## config.mk

```make
export PLATFORM = sky130hd
export DESIGN_NAME = systolic_feeder_4x4
export DESIGN_NICKNAME = d
export VERILOG_FILES = /design/src/rtl/systolic_feeder_4x4.sv
export SDC_FILE = /design/constraint.sdc
export NUM_CORES = 1
export LEC_CHECK = 0
export CORE_MARGIN = 10
export CORE_UTILIZATION = 35
export CTS_CLUSTER_SIZE = 8
export DETAILED_ROUTE_END_ITERATION = 7
export SLEW_MARGIN = 40
export SYNTH_ARGS = -nofsm -noshare
export SYNTH_HDL_FRONTEND = slang
export SYNTH_SLANG_ARGS = --single-unit
```

## constraint.sdc

```tcl
create_clock -name clk -period 3.8 [get_ports clk]
set_input_delay 0.76 -clock clk [delete_from_list [all_inputs] [get_ports clk]]
set_output_delay 0.76 -clock clk [all_outputs]
set_load 0.005 [all_outputs]
```

## src/rtl/systolic_feeder_4x4.sv

```systemverilog
// systolic_feeder_4x4: buffers a 4x4 A/B tile and feeds it diagonally skewed into a 4x4 systolic array.
// Optional FEEDER_PERF_CNT_EN adds tile/stall performance counters.
module systolic_feeder_4x4 #(
  parameter int data_width   = 8,
  parameter int DRAIN_CYCLES = 4
) (
  input  logic                    clk,
  input  logic                    rst,
  input  logic                    in_valid,
  output logic                    in_ready,
  input  logic [4*data_width-1:0] a_col_flat,
  input  logic [4*data_width-1:0] b_row_flat,
  output logic [4*data_width-1:0] a_in_flat,
  output logic [4*data_width-1:0] b_in_flat,
  output logic                    arr_en,
  output logic                    acc_clr,
  output logic                    busy,
  output logic                    tile_done,
  output logic [15:0]             tile_cnt,
  output logic [15:0]             stall_cnt
);
  typedef enum logic [2:0] {IDLE, LOAD, CLEAR, STREAM, DRAIN, DONE} state_t;
  state_t state, state_nxt;
  logic [3:0] cnt;
  logic [data_width-1:0] a_buf [4][4];
  logic [data_width-1:0] b_buf [4][4];
  logic xfer;
  logic [1:0] slot;
  assign in_ready  = state == IDLE || state == LOAD;
  assign xfer      = in_valid && in_ready;
  assign slot      = state == IDLE ? 2'd0 : cnt[1:0];
  assign arr_en    = state == STREAM || state == DRAIN;
  assign acc_clr   = state == CLEAR;
  assign busy      = state != IDLE;
  assign tile_done = state == DONE;
  always_ff @(posedge clk or negedge rst)
    if (!rst) state <= IDLE;
    else state <= state_nxt;
  always_comb begin
    state_nxt = state;
    case (state)
      IDLE:    state_nxt = xfer ? LOAD : IDLE;
      LOAD:    state_nxt = (xfer && cnt == 4'd3) ? CLEAR : LOAD;
      CLEAR:   state_nxt = STREAM;
      STREAM:  state_nxt = cnt == 4'd6 ? DRAIN : STREAM;
      DRAIN:   state_nxt = cnt == 4'(DRAIN_CYCLES - 1) ? DONE : DRAIN;
      DONE:    state_nxt = IDLE;
      default: state_nxt = IDLE;
    endcase
  end
  // One counter serves as beat index in LOAD, skew step in STREAM and drain timer in DRAIN
  always_ff @(posedge clk or negedge rst)
    if (!rst) cnt <= '0;
    else if (state != state_nxt) cnt <= state_nxt == LOAD ? 4'd1 : 4'd0;
    else cnt <= state == IDLE ? 4'd0 : state == LOAD ? cnt + 4'(xfer) : cnt + 4'd1;
  always_ff @(posedge clk or negedge rst)
    if (!rst) begin
      for (int i = 0; i < 4; i++)
        for (int j = 0; j < 4; j++) begin
          a_buf[i][j] <= '0;
          b_buf[i][j] <= '0;
        end
    end else if (xfer) begin
      for (int i = 0; i < 4; i++) begin
        a_buf[i][slot] <= a_col_flat[i*data_width +: data_width];
        b_buf[slot][i] <= b_row_flat[i*data_width +: data_width];
      end
    end
  // Lane n lags by n cycles; an out-of-window index wraps to >= 4 and yields zero
  for (genvar n = 0; n < 4; n++) begin : g_lane
    logic [3:0] d;
    assign d = cnt - 4'(n);
    assign a_in_flat[n*data_width +: data_width] = (state == STREAM && d < 4'd4) ? a_buf[n][d[1:0]] : '0;
    assign b_in_flat[n*data_width +: data_width] = (state == STREAM && d < 4'd4) ? b_buf[d[1:0]][n] : '0;
  end
`ifdef FEEDER_PERF_CNT_EN
  always_ff @(posedge clk or negedge rst)
    if (!rst) begin
      tile_cnt  <= '0;
      stall_cnt <= '0;
    end else begin
      tile_cnt  <= tile_cnt + 16'(state == DONE);
      stall_cnt <= (in_valid && !in_ready && stall_cnt != 16'hFFFF) ? stall_cnt + 16'd1 : stall_cnt;
    end
`else
  assign tile_cnt  = '0;
  assign stall_cnt = '0;
`endif
endmodule

```

==> flow_summary.ini, run 1 <==
[status]
status = completed

[cts]
cts_buffers = 38
cts.sinks = 263
clock_path_buffers = 3
hold_buffers = 0
cts_resized = 1
cts_tree = done
cts_root_buffer = clkbuf_16
cts_setup_buffers = 0
clk_latency_ns = 0.50
htreeDepth = 2
cts.reportedPaths.clkPinSlew_ns = 0.05

[final_layout]
antennaDiodeCount = 0
layout-drive-gt1-share_pct = 39.8
fillers = 3240
syn2layout_area_growth_pct = 22.3
fin_nets = 1042
final_util_pct = 43.4

[placed_design]
io_buffers = 135
finalWeightedCongestion = 0.724
dp_hpwl_microns = 19100
pre_cts_slack_ns = 0.382

[floorplanning]
start_util_pct = 35.5
row_count = 69
coreArea_sq_um = 35700
dieHeight_microns = 210
ios = 168
die_area_sq_um = 44200
die_w_microns = 210

[power_and_ir_drop]
clockPowerShare_pct = 22.0
p_comb_share_pct = 42.2
p_sw_w = 0.00409
seq_power_share_pct = 35.8
ir_drop_uv = 483
power.internal_w = 0.00970
power.density_nw_per_um2 = 891
switching_share_pct = 29.7
power_leakage_nw = 6.58

[detailed_routing]
via_per_inst = 5.08
vias = 7261
antenna_left = 0
routedWlPerCell_microns = 21.2
drc_errors = 0
drt_iter0_markers = 353
drtPass1Iterations = 4
wirelength_microns = 30400

[worst_setup_path]
crit_chain = inv_2, ha_4, buf_4, mux4_2, nor3b_1, clkdlybuf4s50_1
critPathMaxStageDelay_ns = 0.55
r2r_cells = 5
r2r-start = cnt[0]
end_kind = output pin
worstPathMaxFanout = 25
worstSetupPathType = reg2out
cp-start-kind = flip-flop
worst_ep_arrival_time_ns = 2.82
reg2reg_to = b_buf[107]
worst_path_max_delay_cell = clkdlybuf4s50_1
required_ns = 3.04
rrSetupSlack_ns = 1.40

[global_routing]
track_usage_pct = 13.8
grt_pass1_vias = 8180
grt_overflow = 0
grt_pass1_wl_microns = 48800
antenna_found_initial = 0
grt_max_degree = 81

[sta]
setup_viol = 0
finalMaxSlewViolations = 0
rsz0062_at_grt = false
hold_viol = 0
worst_slew_pin_slew_ns = 0.672
finalClockSkew_ns = 0.0117
slew_headroom_pct = 55.2
worst_slack_ns = 0.222
fmax_mhz = 280
finalCriticalPeriod_ns = 3.58
tns_ns = 0
period_share_pct = 94.2

[logic_synthesis]
netlist_top_cells_area = dfrtp_1, mux2_2, mux4_2, mux2_4, buf_4
yosysWarnings = 0
yosysTopAreaCellShare_pct = 52.0
avgSynthCellArea_sq_um = 15.4
syn_inst = 824
yosysSeqAreaShare_pct = 52.0
ys_types = 42
synth_top_cell_by_area = dfrtp_1
syn_area_sq_um = 12700
ys_ff_latch = 263

[run]
maxCapViolations = 0

[min_path]
hp-class = in2async
flip-flops by register name (all words and copies together) (netlist names):
register	flops
a_buf	128
b_buf	128
cnt	4
state	3
worst max-delay path, delay by kind of cell, from the launching register on:
kind / cells / cell delay (ns)
AND/OR/NAND/NOR: 1 / 0.21
buffers and inverters: 3 / 0.96
multiplexers: 1 / 0.19
flip-flops: 1 / 0.50
adder cells (fa/ha/maj): 1 / 0.44
how the worst max path moves through the flow:
stage / startpoint / to / slack [ns] / cells after the start
floorplan: cnt[1] / a_in_flat[10] / 0.79 / 7
finish: cnt[0] / a_in_flat[12] / 0.22 / 6
global placement: cnt[0] / b_in_flat[10] / 0.44 / 6
detailed placement: cnt[0] / a_in_flat[11] / 0.38 / 6
global route: cnt[0] / a_in_flat[8] / 0.01 / 6
CTS: cnt[0] / a_in_flat[8] / 0.02 / 6
Yosys cell counts:
cell,instances
conb_1,1
inv_1,3
or3_1,3
a22oi_1,2
and3b_1,1
nor3b_1,19
ha_1,9
buf_1,2
buf_2,26
nand3b_1,2
nor3_2,1
mux2_4,60
nand2b_1,3
nor4b_1,1
xnor2_1,3
buf_6,6
mux2_1,12
dfrtp_1,263
nand4b_1,2
a21boi_0,2
or4_1,1
nand2_1,23
o211a_1,1
inv_2,1
mux2_2,184
a31oi_1,1
clkbuf_1,18
a21o_1,1
xor2_1,2
nand3_1,3
nand4bb_1,1
buf_4,37
and4b_1,1
a21oi_1,19
o21a_1,1
nor2_1,3
or3b_2,1
nor2b_1,18
and3_1,16
o21ai_0,6
nand4_1,1
mux4_2,64
cells in the final DEF, fill, tap and decap left out, drive strengths merged, types with 2 or more instances in the layout:
cell type / Yosys / routed
dfrtp: 263 / 263
mux2: 256 / 256
clkdlybuf4s50: 0 / 134
mux4: 64 / 64
clkbuf: 18 / 43
conb: 1 / 32
buf: 71 / 26
nand2: 23 / 23
nor3b: 19 / 19
a21oi: 19 / 19
nor2b: 18 / 18
and3: 16 / 16
ha: 9 / 9
o21ai: 6 / 6
inv: 4 / 4
nor2: 3 / 3
nand2b: 3 / 3
xnor2: 3 / 3
nand3: 3 / 3
or3: 3 / 3
nand4b: 2 / 2
a21boi: 2 / 2
xor2: 2 / 2
nand3b: 2 / 2
a22oi: 2 / 2
per-layer routing:
layer / track usage, % / wire, microns / vias up / part of all wire, %
met5: 0 / 0 / - / 0
met3: 3.18 / 1790 / 44 / 5.9
li1: - / - / 3231 / -
met4: 3.22 / 510 / 0 / 1.7
met2: 22.6 / 14400 / 175 / 48
met1: 18.2 / 13600 / 3811 / 45
cell type report:
class | instances | area [sq um] | share of cell area, %
timing repair buffer | 160 | 1600 | 10.3
sequential | 263 | 6590 | 42.6
multi-input combinational | 499 | 5660 | 36.6
tap | 461 | 577 | 3.73
clock buffer | 43 | 1030 | 6.68
inverter | 4 | 15.0 | 0.0970
power by group through the flow:
stage	registers (W)	clock network, W	logic (W)
finish	0.00494	0.00303	0.00582
floorplan	0.00469	0	0.00439
detailed placement	0.00497	0	0.00591
global route	0.00513	0.00324	0.00634
global placement	0.00495	0	0.00582
CTS	0.00494	0.00314	0.00595
cell families (layout without fill, tap and decap cells):
| group | Yosys count | count (layout) | share of synthesized area, % |
|---|---|---|---|
| other cells | 1 | 32 | 0.0296 |
| xor+xnor | 5 | 5 | 0.346 |
| fa+ha+maj | 9 | 9 | 0.890 |
| flops | 263 | 263 | 52.0 |
| simple gates | 100 | 100 | 4.82 |
| buf+inv | 93 | 207 | 4.47 |
| mux | 320 | 320 | 36.0 |
| compound gates | 33 | 33 | 1.47 |
per-stage QoR:
step / total power, W / std cells / area (sq um) / hold slack (ns)
4_1_cts: 0.0140 / 1430 / 15500 / 0.246
3_3_place_gp: 0.0108 / 1387 / 14400 / 0.463
6_report: 0.0138 / 1430 / 15500 / 0.211
3_5_place_dp: 0.0109 / 1387 / 14400 / 0.474
2_1_floorplan: 0.00908 / 855 / 12800 / 0.452
5_1_grt: 0.0147 / 1430 / 15500 / 0.258
Note: power is estimated with default switching activity, not from simulation.
==> inputs of run 2 (changes only) <==
--- a/config.mk
+++ b/config.mk
@@ -5,6 +5,7 @@
 export SDC_FILE = /design/constraint.sdc
 export NUM_CORES = 1
 export LEC_CHECK = 0
+export CAP_MARGIN = 30
 export CORE_MARGIN = 10
 export CORE_UTILIZATION = 35
 export CTS_CLUSTER_SIZE = 8
==> results of run 2 <==
No change in the layout: final DEF, timing and power equal those of run 1.
==> inputs of run 3 (changes only) <==
--- a/config.mk
+++ b/config.mk
@@ -5,11 +5,13 @@
 export SDC_FILE = /design/constraint.sdc
 export NUM_CORES = 1
 export LEC_CHECK = 0
+export ABC_AREA = 1
 export CAP_MARGIN = 30
 export CORE_MARGIN = 10
 export CORE_UTILIZATION = 35
 export CTS_CLUSTER_SIZE = 8
 export DETAILED_ROUTE_END_ITERATION = 7
+export SETUP_SLACK_MARGIN = 0.02
 export SLEW_MARGIN = 40
 export SYNTH_ARGS = -nofsm -noshare
 export SYNTH_HDL_FRONTEND = slang
==> run 3 against run 2 <==
  * Synthesized cell count up 84%
  * Clock-buffer cell count down 1
  * Utilization down 0.76 points
  * Synthesized area up 1.1%
  * Largest cell class unchanged
  * Sequential power down 4.5%
  * First-iteration DRC count up 110%
  * Die area up 1.0%
  * Total power down 7.9%
  * Register-to-register slack better by 0.09 ns
==> flow_summary.ini, run 3 <==
[power_and_ir_drop]
ir_drop_uv = 381
power_leakage_nw = 7.12
clockPowerShare_pct = 23.2
p_sw_w = 0.00492
power.internal_w = 0.00779
p_comb_share_pct = 39.6
power.density_nw_per_um2 = 831
switching_share_pct = 38.7
seq_power_share_pct = 37.1

[floorplanning]
coreArea_sq_um = 35800
dieHeight_microns = 211
ios = 168
die_area_sq_um = 44600
die_w_microns = 211
start_util_pct = 35.7
row_count = 69

[global_routing]
track_usage_pct = 15.2
grt_pass1_vias = 10218
grt_overflow = 0
grt_max_degree = 98
grt_pass1_wl_microns = 55700
antenna_found_initial = 0

[placed_design]
finalWeightedCongestion = 0.820
io_buffers = 135
dp_hpwl_microns = 20900
dpl_cell_area_sq_um = 14200

[cts]
htreeDepth = 2
cts_buffers = 38
cts_tree = done
clk_latency_ns = 0.50
clock_path_buffers = 3
cts.sinks = 263
cts_root_buffer = clkbuf_16
cts.reportedPaths.clkPinSlew_ns = 0.05
hold_buffers = 0

[status]
status = completed

[sta]
period_share_pct = 95.3
tns_ns = 0
finalCriticalPeriod_ns = 3.62
fmax_mhz = 276
hold_viol = 0
finalClockSkew_ns = 0.0107
setup_viol = 0
rsz0062_at_grt = true
worst_slew_pin_slew_ns = 0.774
slew_headroom_pct = 48.3
finalMaxSlewViolations = 0

[worst_setup_path]
path_buf_inv = 4
worst_path_max_delay_cell = clkdlybuf4s50_1
required_ns = 3.04
r2r_cells = 5
cp-endpoint = a_in_flat[12]
cp.depth = 8
rrSetupSlack_ns = 1.49
worstSetupPathType = reg2out
startpoint = cnt[0]
worst_ep_arrival_time_ns = 2.86
cpLargestDelayFamily = buffers and inverters
end_kind = output pin
crit_chain = inv_4, ha_1, clkinvlp_4, buf_12, nor2_1, o21ai_0, a21oi_1, clkdlybuf4s50_1
cp-start-kind = flip-flop
critPathMaxStageDelay_ns = 0.57
worstPathMaxFanout = 22
reg2reg_to = b_buf[107]
r2r-start = cnt[0]

[final_layout]
fin_area_sq_um = 15300
layout_commonest_cell = nand2_1
antennaDiodeCount = 0
fin_nets = 1697
final_cell_mix = nand2_1, dfrtp_1, nor2_1
largestRegisters = a_buf x128, b_buf x128, cnt x4
layout-drive-gt1-share_pct = 9.17
syn2layout_area_growth_pct = 19.4

[logic_synthesis]
yosysSeqAreaShare_pct = 51.4
yosysTopAreaCellShare_pct = 51.4
netlist_top_cells_area = dfrtp_1, nand2_1, o21ai_0, nor2_1, o21ai_1
synth_top_cell_by_area = dfrtp_1
yosysMostFrequentCell = nand2_1
syn_inst = 1519
async_reset_ff_share_pct = 100
ys_ff_latch = 263
yosysWarnings = 0
syn_area_sq_um = 12800
avgSynthCellArea_sq_um = 8.42
synthFlopType = dfrtp_1
synth-edff-count = 0
ys_types = 29
yosys-top-cells-count = nand2_1, dfrtp_1, nor2_1

[detailed_routing]
antenna_left = 0
routedWlPerCell_microns = 16.4
drc_errors = 0
vias = 10219
drtPass1Iterations = 6
wirelength_microns = 34300
via_per_inst = 4.90
drt_iter0_markers = 758

[run]
maxCapViolations = 0

[min_path]
hp-class = in2async
==> run 3: cell types whose count changed after synthesis, sizes merged, moves of 6 or more <==
cell	delta
buf	+38
nand3	+6
mux4	-64
and3	-16
nand2	+281
mux2	-256
clkbuf	+9
nor3b	-19
a21oi	+33
inv	+93
o21ai	+381
o22ai	+16
nor2	+232
nor2b	-18
==> run 3: cell families after synthesis <==
| kind of cell | after synthesis | share of synthesized area, % |
|---|---|---|
| xor+xnor | 2 | 0.137 |
| simple gates | 554 | 16.8 |
| flops | 263 | 51.4 |
| fa+ha+maj | 9 | 0.880 |
| buf+inv | 233 | 10.7 |
| other cells | 1 | 0.0293 |
| compound gates | 457 | 20.0 |
==> run 3: layer usage <==
layer  share of wire [%]  GRT usage [%]
met4                 1.3           3.22
met2                  47           25.3
met3                 5.7           2.73
met1                  46           20.3
met5                   0              0
==> run 3: how the worst min path moves through the flow <==
| stage | from | end | slack (ns) | depth (start not counted) |
|---|---|---|---|---|
| floorplan | a_buf[24] | a_buf[24] | 0.45 | 2 |
| detailed placement | a_buf[115] | a_buf[115] | 0.46 | 2 |
| global route | rst | b_buf[109] | 0.17 | 1 |
| CTS | rst | cnt[0] | 0.35 | 1 |
| finish | rst | b_buf[77] | 0.16 | 1 |
| global placement | a_buf[118] | a_buf[118] | 0.46 | 2 |
==> run 3: cell type report <==
type / instances / area, sq um
fill: 3571 / 20500
multi-input combinational: 1054 / 5010
sequential: 263 / 6590
clock inverter: 1 / 8.76
tap: 461 / 577
inverter: 97 / 370
timing repair buffer: 167 / 1740
clock buffer: 42 / 987
==> run 3: power by group through the flow <==
stage	registers (W)	clock network, W	logic, W
after global placement	0.00470	0	0.00487
after global routing	0.00488	0.00316	0.00576
after floorplan	0.00457	0	0.00375
after detailed placement	0.00474	0	0.00492
final	0.00472	0.00295	0.00504
after CTS	0.00472	0.00303	0.00502
==> run 3: timing repair <==
item	4_1_cts	5_1_grt
setup endpoints to repair	14	30
resized for setup	2	8
buffers inserted	0	2
gates cloned	1	0
==> run 3: stage by stage <==
step / instances / worst slack [ns] / utilization [%] / hold WS, ns / total power (W)
after floorplan: 1550 / 0.864 / - / 0.448 / 0.00832
after CTS: 2082 / 0.0384 / 42.4 / 0.348 / 0.0128
after detailed placement: 2038 / 0.501 / 39.5 / 0.463 / 0.00966
after global routing: 2085 / 0.0255 / 42.6 / 0.166 / 0.0138
final: 2085 / 0.180 / 42.6 / 0.161 / 0.0127
after global placement: 2038 / 0.559 / 39.5 / 0.459 / 0.00956
